**config.mk**
```make
export PLATFORM = sky130hd
export DESIGN_NAME = note_sequencer_flat
export DESIGN_NICKNAME = d
export VERILOG_FILES = /design/src/rtl/note_sequencer_pkg.sv /design/src/rtl/note_sequencer_if.sv /design/src/rtl/note_sequencer_tick_divider.sv /design/src/rtl/note_sequencer.sv /design/src/flat_wrapper.sv
export SDC_FILE = /design/constraint.sdc
export NUM_CORES = 1
export LEC_CHECK = 0
export ABC_AREA = 1
export CAP_MARGIN = 20
export CORE_UTILIZATION = 50
export DETAILED_ROUTE_END_ITERATION = 8
export PLACE_DENSITY = 0.85
export RECOVER_POWER = 25
export SYNTH_ARGS = -nofsm -noshare
export SYNTH_HDL_FRONTEND = slang
export SYNTH_SLANG_ARGS = --single-unit
```
**constraint.sdc**
```tcl
create_clock -name clock -period 1.76 [get_ports clock]
set_input_delay 0.264 -clock clock [delete_from_list [all_inputs] [get_ports clock]]
set_output_delay 0.264 -clock clock [all_outputs]
set_load 0.02 [all_outputs]
```
**src/rtl/note_sequencer_pkg.sv**
```systemverilog
// -----------------------------------------------------------------------------
// note_sequencer_pkg
// Shared definitions for the note sequencer:
//   - note code constants (rest, C4..B4 chromatic, end marker)
//   - frequency*100 table for C4..B4
//   - half-period arithmetic and the code -> half-period lookup table
//   - default melody ROM contents
// Ports: none (package).
// -----------------------------------------------------------------------------
package note_sequencer_pkg;

  localparam int unsigned HP_W = 16;

  localparam logic [3:0] NOTE_REST = 4'd0;
  localparam logic [3:0] NOTE_C4   = 4'd1;
  localparam logic [3:0] NOTE_E4   = 4'd5;
  localparam logic [3:0] NOTE_G4   = 4'd8;
  localparam logic [3:0] NOTE_B4   = 4'd12;
  localparam logic [3:0] NOTE_END  = 4'd15;

  // Frequencies of C4..B4 in units of 0.01 Hz.
  localparam int unsigned FREQ_X100 [12] = '{
    26163, 27718, 29366, 31113, 32963, 34923,
    36999, 39200, 41530, 44000, 46616, 49388
  };

  typedef struct packed {
    logic [3:0] code;
    logic [7:0] dur;
  } rom_entry_t;

  // One 16-bit half period per 4-bit note code.
  typedef logic [15:0][HP_W-1:0] hp_table_t;

  function automatic logic is_tone(input logic [3:0] code);
    return (code >= NOTE_C4) && (code <= NOTE_B4);
  endfunction

  // Clock cycles per half period, full 32-bit result before truncation.
  function automatic logic [31:0] half_period(input int unsigned clk_hz,
                                              input int unsigned freq_x100);
    return (clk_hz * 32'd100) / (32'd2 * freq_x100);
  endfunction

  function automatic logic [31:0] max_half_period(input int unsigned clk_hz);
    logic [31:0] m;
    m = '0;
    for (int i = 0; i < 12; i++) begin
      if (half_period(clk_hz, FREQ_X100[i]) > m) m = half_period(clk_hz, FREQ_X100[i]);
    end
    return m;
  endfunction

  // Rests and the end marker map to a half period of 0.
  function automatic hp_table_t build_hp_table(input int unsigned clk_hz);
    hp_table_t t;
    t = '0;
    for (int c = 1; c <= 12; c++) begin
      t[c] = HP_W'(half_period(clk_hz, FREQ_X100[c-1]));
    end
    return t;
  endfunction

  // Default melody: C4/20, E4/20, G4/20, rest/10, C4/40, end.
  function automatic rom_entry_t rom_word(input int unsigned idx);
    case (idx)
      0:       return {NOTE_C4,   8'd20};
      1:       return {NOTE_E4,   8'd20};
      2:       return {NOTE_G4,   8'd20};
      3:       return {NOTE_REST, 8'd10};
      4:       return {NOTE_C4,   8'd40};
      default: return {NOTE_END,  8'd0};
    endcase
  endfunction

endpackage

```
**src/rtl/note_sequencer_if.sv**
```systemverilog
// -----------------------------------------------------------------------------
// note_sequencer_if
// Control/status bundle between a controller and the note sequencer.
//   start, stop        : one-cycle requests from the controller
//   busy, done         : sequencer status (done is a one-cycle pulse)
//   gate               : tone enable for the downstream generator
//   note_half_period   : cycles per half period of the current note
//   note_change        : one-cycle pulse when note_half_period changes
//   note_index         : ROM address of the current entry
// Modports: master = controller side, slave = sequencer side.
// -----------------------------------------------------------------------------
interface note_sequencer_if #(
  parameter int unsigned idx_w = 4
);
  logic                                 start;
  logic                                 stop;
  logic                                 busy;
  logic                                 gate;
  logic [note_sequencer_pkg::HP_W-1:0]  note_half_period;
  logic                                 note_change;
  logic [idx_w-1:0]                     note_index;
  logic                                 done;

  modport master (
    output start, stop,
    input  busy, gate, note_half_period, note_change, note_index, done
  );

  modport slave (
    input  start, stop,
    output busy, gate, note_half_period, note_change, note_index, done
  );
endinterface

```
**src/rtl/note_sequencer_tick_divider.sv**
```systemverilog
// -----------------------------------------------------------------------------
// tick_divider
// Free-running divider producing a one-cycle tick every `period` clocks.
//   clock   : system clock
//   reset_n : asynchronous active-low reset
//   clear   : synchronous restart; the count is 0 on the following cycle
//   tick    : high on the last cycle of each period
// -----------------------------------------------------------------------------
module tick_divider #(
  parameter int unsigned period = 10
) (
  input  logic clock,
  input  logic reset_n,
  input  logic clear,
  output logic tick
);
  localparam int unsigned W    = (period > 1) ? $clog2(period) : 1;
  localparam logic [W-1:0] LAST = W'(period - 1);

  logic [W-1:0] cnt;

  always_ff @(posedge clock or negedge reset_n) begin
    if (!reset_n)                   cnt <= '0;
    else if (clear || cnt == LAST)  cnt <= '0;
    else                            cnt <= cnt + 1'b1;
  end

  assign tick = (cnt == LAST);
endmodule

```
**src/rtl/note_sequencer.sv**
```systemverilog
// -----------------------------------------------------------------------------
// note_sequencer
// Plays the melody held in an internal ROM: for each entry drives a half-period
// count and a gate, holds it for `dur` ticks, then drops the gate for
// gap_ticks ticks so repeated notes stay audible.
//   clock   : system clock
//   reset_n : asynchronous active-low reset
//   bus     : note_sequencer_if.slave (start/stop in; busy, gate,
//             note_half_period, note_change, note_index, done out)
// Optional build macro NOTE_SEQUENCER_LOOP_EN: the melody restarts from entry
// 0 at the end marker or address wrap instead of finishing with done.
// -----------------------------------------------------------------------------
module note_sequencer
  import note_sequencer_pkg::*;
#(
  parameter int unsigned clock_frequency = 12000000,
  parameter int unsigned tick_hz         = 100,
  parameter int unsigned gap_ticks       = 2,
  parameter int unsigned rom_depth       = 16
) (
  input  logic       clock,
  input  logic       reset_n,
  note_sequencer_if.slave bus
);
  localparam int unsigned AW          = (rom_depth > 1) ? $clog2(rom_depth) : 1;
  localparam int unsigned TICK_PERIOD = clock_frequency / tick_hz;
  localparam hp_table_t   HP_TABLE    = build_hp_table(clock_frequency);
  localparam logic [7:0]  GAP_LAST    = 8'(gap_ticks - 1);

  // One spare address bit so that address == rom_depth is representable.
  typedef logic [AW:0] addr_t;
  localparam addr_t ADDR_END = addr_t'(rom_depth);

  localparam logic [2:0] S_IDLE = 3'd0;
  localparam logic [2:0] S_LOAD = 3'd1;
  localparam logic [2:0] S_PLAY = 3'd2;
  localparam logic [2:0] S_GAP  = 3'd3;
  localparam logic [2:0] S_DONE = 3'd4;

  if (max_half_period(clock_frequency) > 32'd65535) begin : g_hp_range
    $error("note_sequencer: half period exceeds 16 bits for this clock_frequency");
  end

  logic [2:0]      state, state_nxt;
  addr_t           addr, addr_nxt;
  rom_entry_t      rom_q;
  logic [7:0]      tick_cnt;
  logic            tick, tick_clr, enter_play, enter_gap;
  logic            gate_q, change_q;
  logic [HP_W-1:0] hp_q;

  // NOTE: every variable gets a default at the top of the block so that no
  // path leaves it unassigned, which would otherwise infer a latch.
  always_comb begin
    state_nxt = state;
    addr_nxt  = addr;
    if (bus.stop) begin
      state_nxt = S_IDLE;
    end else begin
      case (state)
        S_IDLE: if (bus.start) begin
          state_nxt = S_LOAD;
          addr_nxt  = '0;
        end
        S_LOAD: begin
          if (rom_q.code == NOTE_END || addr == ADDR_END) begin
`ifdef NOTE_SEQUENCER_LOOP_EN
            addr_nxt  = '0;
`else
            state_nxt = S_DONE;
`endif
          end else if (rom_q.dur == 8'd0) begin
            addr_nxt  = addr + addr_t'(1);
          end else begin
            state_nxt = S_PLAY;
          end
        end
        S_PLAY: if (tick && tick_cnt == rom_q.dur - 8'd1) state_nxt = S_GAP;
        S_GAP: if (gap_ticks == 0 || (tick && tick_cnt == GAP_LAST)) begin
          state_nxt = S_LOAD;
          addr_nxt  = addr + addr_t'(1);
        end
        S_DONE:  state_nxt = S_IDLE;
        default: state_nxt = S_IDLE;
      endcase
    end
  end

  assign enter_play = (state_nxt == S_PLAY) && (state != S_PLAY);
  assign enter_gap  = (state_nxt == S_GAP)  && (state != S_GAP);
  // Restarting the divider at each phase entry makes every phase an exact
  // multiple of the tick period.
  assign tick_clr   = enter_play || enter_gap;

  tick_divider #(.period(TICK_PERIOD)) u_tick (
    .clock   (clock),
    .reset_n (reset_n),
    .clear   (tick_clr),
    .tick    (tick)
  );

  // NOTE: state registers use non-blocking assignments so every register in
  // this block samples the pre-edge values, independent of statement order.
  always_ff @(posedge clock or negedge reset_n) begin
    if (!reset_n) begin
      state    <= S_IDLE;
      addr     <= '0;
      rom_q    <= '0;
      tick_cnt <= '0;
      gate_q   <= 1'b0;
      change_q <= 1'b0;
      hp_q     <= '0;
    end else begin
      state    <= state_nxt;
      addr     <= addr_nxt;
      // NOTE: the melody ROM itself is constant logic with nothing to reset;
      // only its output register is reset. Reading with the next address
      // makes the entry valid in the cycle the address takes effect.
      rom_q    <= rom_word(32'(addr_nxt[AW-1:0]));
      change_q <= 1'b0;

      if (tick_clr)  tick_cnt <= '0;
      else if (tick) tick_cnt <= tick_cnt + 8'd1;

      if (enter_play) begin
        hp_q     <= HP_TABLE[rom_q.code];
        change_q <= (HP_TABLE[rom_q.code] != hp_q);
        gate_q   <= is_tone(rom_q.code);
      end else if (state_nxt != S_PLAY) begin
        gate_q   <= 1'b0;
      end
    end
  end

  assign bus.busy             = (state != S_IDLE);
  assign bus.done             = (state == S_DONE);
  assign bus.gate             = gate_q;
  assign bus.note_half_period = hp_q;
  assign bus.note_change      = change_q;
  assign bus.note_index       = addr[AW-1:0];
endmodule

```
**src/flat_wrapper.sv**
```systemverilog
// flat-port wrapper written by rule: the top's interface ports become plain ports
module note_sequencer_flat import note_sequencer_pkg::*;
#(
  parameter int unsigned clock_frequency = 12000000,
  parameter int unsigned tick_hz         = 100,
  parameter int unsigned gap_ticks       = 2,
  parameter int unsigned rom_depth       = 16
)
  (clock, reset_n, bus_start, bus_stop, bus_busy, bus_gate, bus_note_half_period, bus_note_change, bus_note_index, bus_done);
  note_sequencer_if bus_i ();
  input  logic clock;
  input  logic reset_n;
  input wire logic [$bits(bus_i.start)-1:0] bus_start;
  input wire logic [$bits(bus_i.stop)-1:0] bus_stop;
  output wire logic [$bits(bus_i.busy)-1:0] bus_busy;
  output wire logic [$bits(bus_i.gate)-1:0] bus_gate;
  output wire logic [$bits(bus_i.note_half_period)-1:0] bus_note_half_period;
  output wire logic [$bits(bus_i.note_change)-1:0] bus_note_change;
  output wire logic [$bits(bus_i.note_index)-1:0] bus_note_index;
  output wire logic [$bits(bus_i.done)-1:0] bus_done;
  assign bus_i.start = bus_start;
  assign bus_i.stop = bus_stop;
  assign bus_busy = bus_i.busy;
  assign bus_gate = bus_i.gate;
  assign bus_note_half_period = bus_i.note_half_period;
  assign bus_note_change = bus_i.note_change;
  assign bus_note_index = bus_i.note_index;
  assign bus_done = bus_i.done;
  note_sequencer #(.clock_frequency(clock_frequency), .tick_hz(tick_hz), .gap_ticks(gap_ticks), .rom_depth(rom_depth)) u_core (.clock(clock), .reset_n(reset_n), .bus(bus_i));
endmodule
```
==> results.cfg <==
[clocking]
cts_sinks = 58
ctsHtreeMaxLevel = 3
cts-root-buf = clkbuf_8
cts_buffers = 9
clock_latency_ns = 0.36
clockBufferDepth = 2
clk_pin_slew_ns = 0.07
cts_tree = built

[global_routing]
grt_max_degree = 59
grt_overflow_total = 0
antenna_found_initial = 0
grt_first_pass_wirelength_mm = 17.7
grt_usage = 0.306
grt_pass1_vias = 3970

[layout]
insertedDiodeCount = 0
layout-drive-gt1-share = 0.404
fillers = 393
fin_area_um2 = 5540
area_delta_synth_final_pct = 52.9
final_nets = 629
finalNonFillerCells = 712

[placement]
io_buffers = 26
pre_cts_ws_ns = -0.326
dp.cells = 666
gp_congestion = 0.872
place_area_um2 = 4620
detailed_place_hpwl_mm = 6.49

[routing]
drt_iter0_drc = 241
dr.pass1.iters = 5
post_drt_wl_per_cell_um = 17.6
drcViolationCount = 0
postRouteAntennaNets = 0
vias = 4040
viasPerCell = 5.67
routed_wirelength_mm = 12.5

[sta]
fmaxAchievable_mhz = 444
fin_crit_sh = 1.28
period_needed_ns = 2.25
slew_viol_final = 0
fin_ws_ns = -0.494
hold_violations = 0
worstMarginPinSlew_ns = 0.819
setup_viol = 56
finClkSkew_ns = 0.0123
slew_headroom = 0.454
whs_ns = 0.552
rsz0062_at_grt = true

[setup_path]
required_ns = 2.02
critPathMaxFanout = 6
critPathLaunchType = register
end_kind = register
critPathKind = reg2reg
crit_arrival_ns = 2.52

[synthesis]
synth_top_area_share = 0.400
synthesis.area_um2 = 3630
synth_top_cell_by_area = dfrtp_1
synth.most_common_cell = nand2_1
yosys.cell_types.count = 40
ys_top_cells_by_count = nand2_1, inv_1, nor2_1, dfrtp_1
synth.avg_cell_area_um2 = 7.67
ys_ff_latch = 58
synth-main-ff-cell = dfrtp_1
ys_top_cells_by_area = dfrtp_1, nand2_1, inv_1
ys.warnings.count = 0
ys_seq_area_frac = 0.400
syn_inst = 473
synth_edf_count = 0
async_flop_share = 1.00
syn_nets = 491

[run]
max_cap_viol_count = 0

[status]
run_status = finished, violations left
violations = setup timing

[floorplanning]
die_w_um = 87.2
boundaryPins = 28
die_area_um2 = 7600
rows = 30
die-height_um = 87.2
core_region_area_um2 = 6910
start_util = 0.525

[pwr]
p_per_area_nw_per_um2 = 1390
ir_drop_v = 0.000933
p_leak_nw = 2.70

[hold_path]
hp-class = reg2reg
==> layout make-up <==
cell class | instances | area, um2 | area share
tap | 96 | 120 | 0.0217
clock inverter | 5 | 77.6 | 0.0140
sequential | 58 | 1450 | 0.262
clock buffer | 11 | 141 | 0.0255
timing repair buffer | 137 | 1170 | 0.210
multi-input combinational | 340 | 2340 | 0.422
inverter | 65 | 249 | 0.0449
==> per-layer routing <==
metal  vias up  wire length [um]  track usage
met2       243              6320        0.558
met5         -                 0            0
met4         0               838        0.158
met1      1925              4470        0.323
met3        99               885       0.0796
li1       1773                 -            -
==> where the power goes <==
group          internal, mW  switching [mW]
Combinational          1.91            2.42
Clock                 0.831           0.571
Sequential             1.64           0.331
Total                  4.37            3.32
==> metrics by stage <==
step / power (mW) / util / TNS, ns
4_1_cts: 7.02 / 0.761 / -10.49
5_1_grt: 8.12 / 0.803 / -25.37
2_1_floorplan: 3.92 / - / -2.85
6_report: 7.69 / 0.803 / -20.88
3_5_place_dp: 5.22 / 0.669 / -13.24
3_3_place_gp: 5.05 / 0.669 / -10.60
==> state kept, by name (all words and copies together), names as in the netlist <==
signal and flops:
u_core.u_tick.cnt 17, u_core.tick_cnt 8, u_core.bus.gate 1, u_core.state 3, u_core.bus.note_change 1, u_core.addr 5
u_core.bus.note_half_period 15, u_core.rom_q 8
==> cells in the final DEF, fill, tap and decap left out, types with 3 or more instances in the layout <==
cell type	n
nor2_4	11
nand3_2	4
o21ai_0	7
dfrtp_1	58
nor3_2	3
o21ai_1	12
inv_1	52
xor2_1	18
clkdlybuf4s50_1	22
buf_6	10
or2_2	4
xnor2_1	10
ha_4	3
nor2_2	23
nand2_1	86
o211ai_1	4
a21oi_1	5
nand2_4	12
clkbuf_8	10
nand2_2	18
buf_4	95
nor3_1	5
o21ai_2	5
a21oi_2	3
nand3_4	9
nand3_1	16
inv_2	11
nand4_1	8
ha_1	10
nor2_1	41
==> cells by family after synthesis <==
group | count (synthesis) | share of synthesized area
AO/OA/AOI/OAI | 50 | 0.0866
XOR/XNOR | 28 | 0.0676
adder cells (fa/ha/maj) | 14 | 0.0483
buffers and inverters | 77 | 0.0890
flip-flops | 58 | 0.400
other | 1 | 0.00103
AND/OR/NAND/NOR | 245 | 0.307
==> worst max-delay path: stages (launching register included) <==
cell and delay, ns:
dfrtp_1 0.41, inv_2 0.10, ha_4 0.18, buf_4 0.13, nand2_4 0.07, nand2_1 0.10, nand2_1 0.09, inv_1 0.08
nand2_1 0.08, nor2_2 0.12, nand2_1 0.08, nand2_2 0.10, nand2_4 0.07, nand3_4 0.11, buf_4 0.15, clkbuf_16 0.13
nand2_1 0.05, o21ai_1 0.12
==> final timing paths <==
check	start	endpoint	slack (ns)	cells past startpoint
worst max-delay path	u_core.rom_q[1]$_DFF_PN0_	u_core.bus.note_half_period[10]$_DFFE_PN0P_	-0.49	17
worst min-delay path	u_core.bus.note_half_period[3]$_DFFE_PN0P_	u_core.bus.note_half_period[3]$_DFFE_PN0P_	0.55	2
worst max register to register	u_core.rom_q[1]$_DFF_PN0_	u_core.bus.note_half_period[10]$_DFFE_PN0P_	-0.49	17
worst min register to register	u_core.bus.note_half_period[3]$_DFFE_PN0P_	u_core.bus.note_half_period[3]$_DFFE_PN0P_	0.55	2
max in group asynchronous	reset_n	u_core.tick_cnt[0]$_DFFE_PN0P_	0.57	3
min in group asynchronous	reset_n	u_core.bus.note_half_period[4]$_DFFE_PN0P_	0.64	3
==> timing repair <==
action,4_1_cts,5_1_grt
hold endpoints to repair,58,0
gates cloned,3,2
hold buffers,1,0
resized for setup,73,78
buffers inserted,18,11
pin swaps,16,18
endpoints found under the setup margin,57,59
Power figures use the tool's default switching activity.
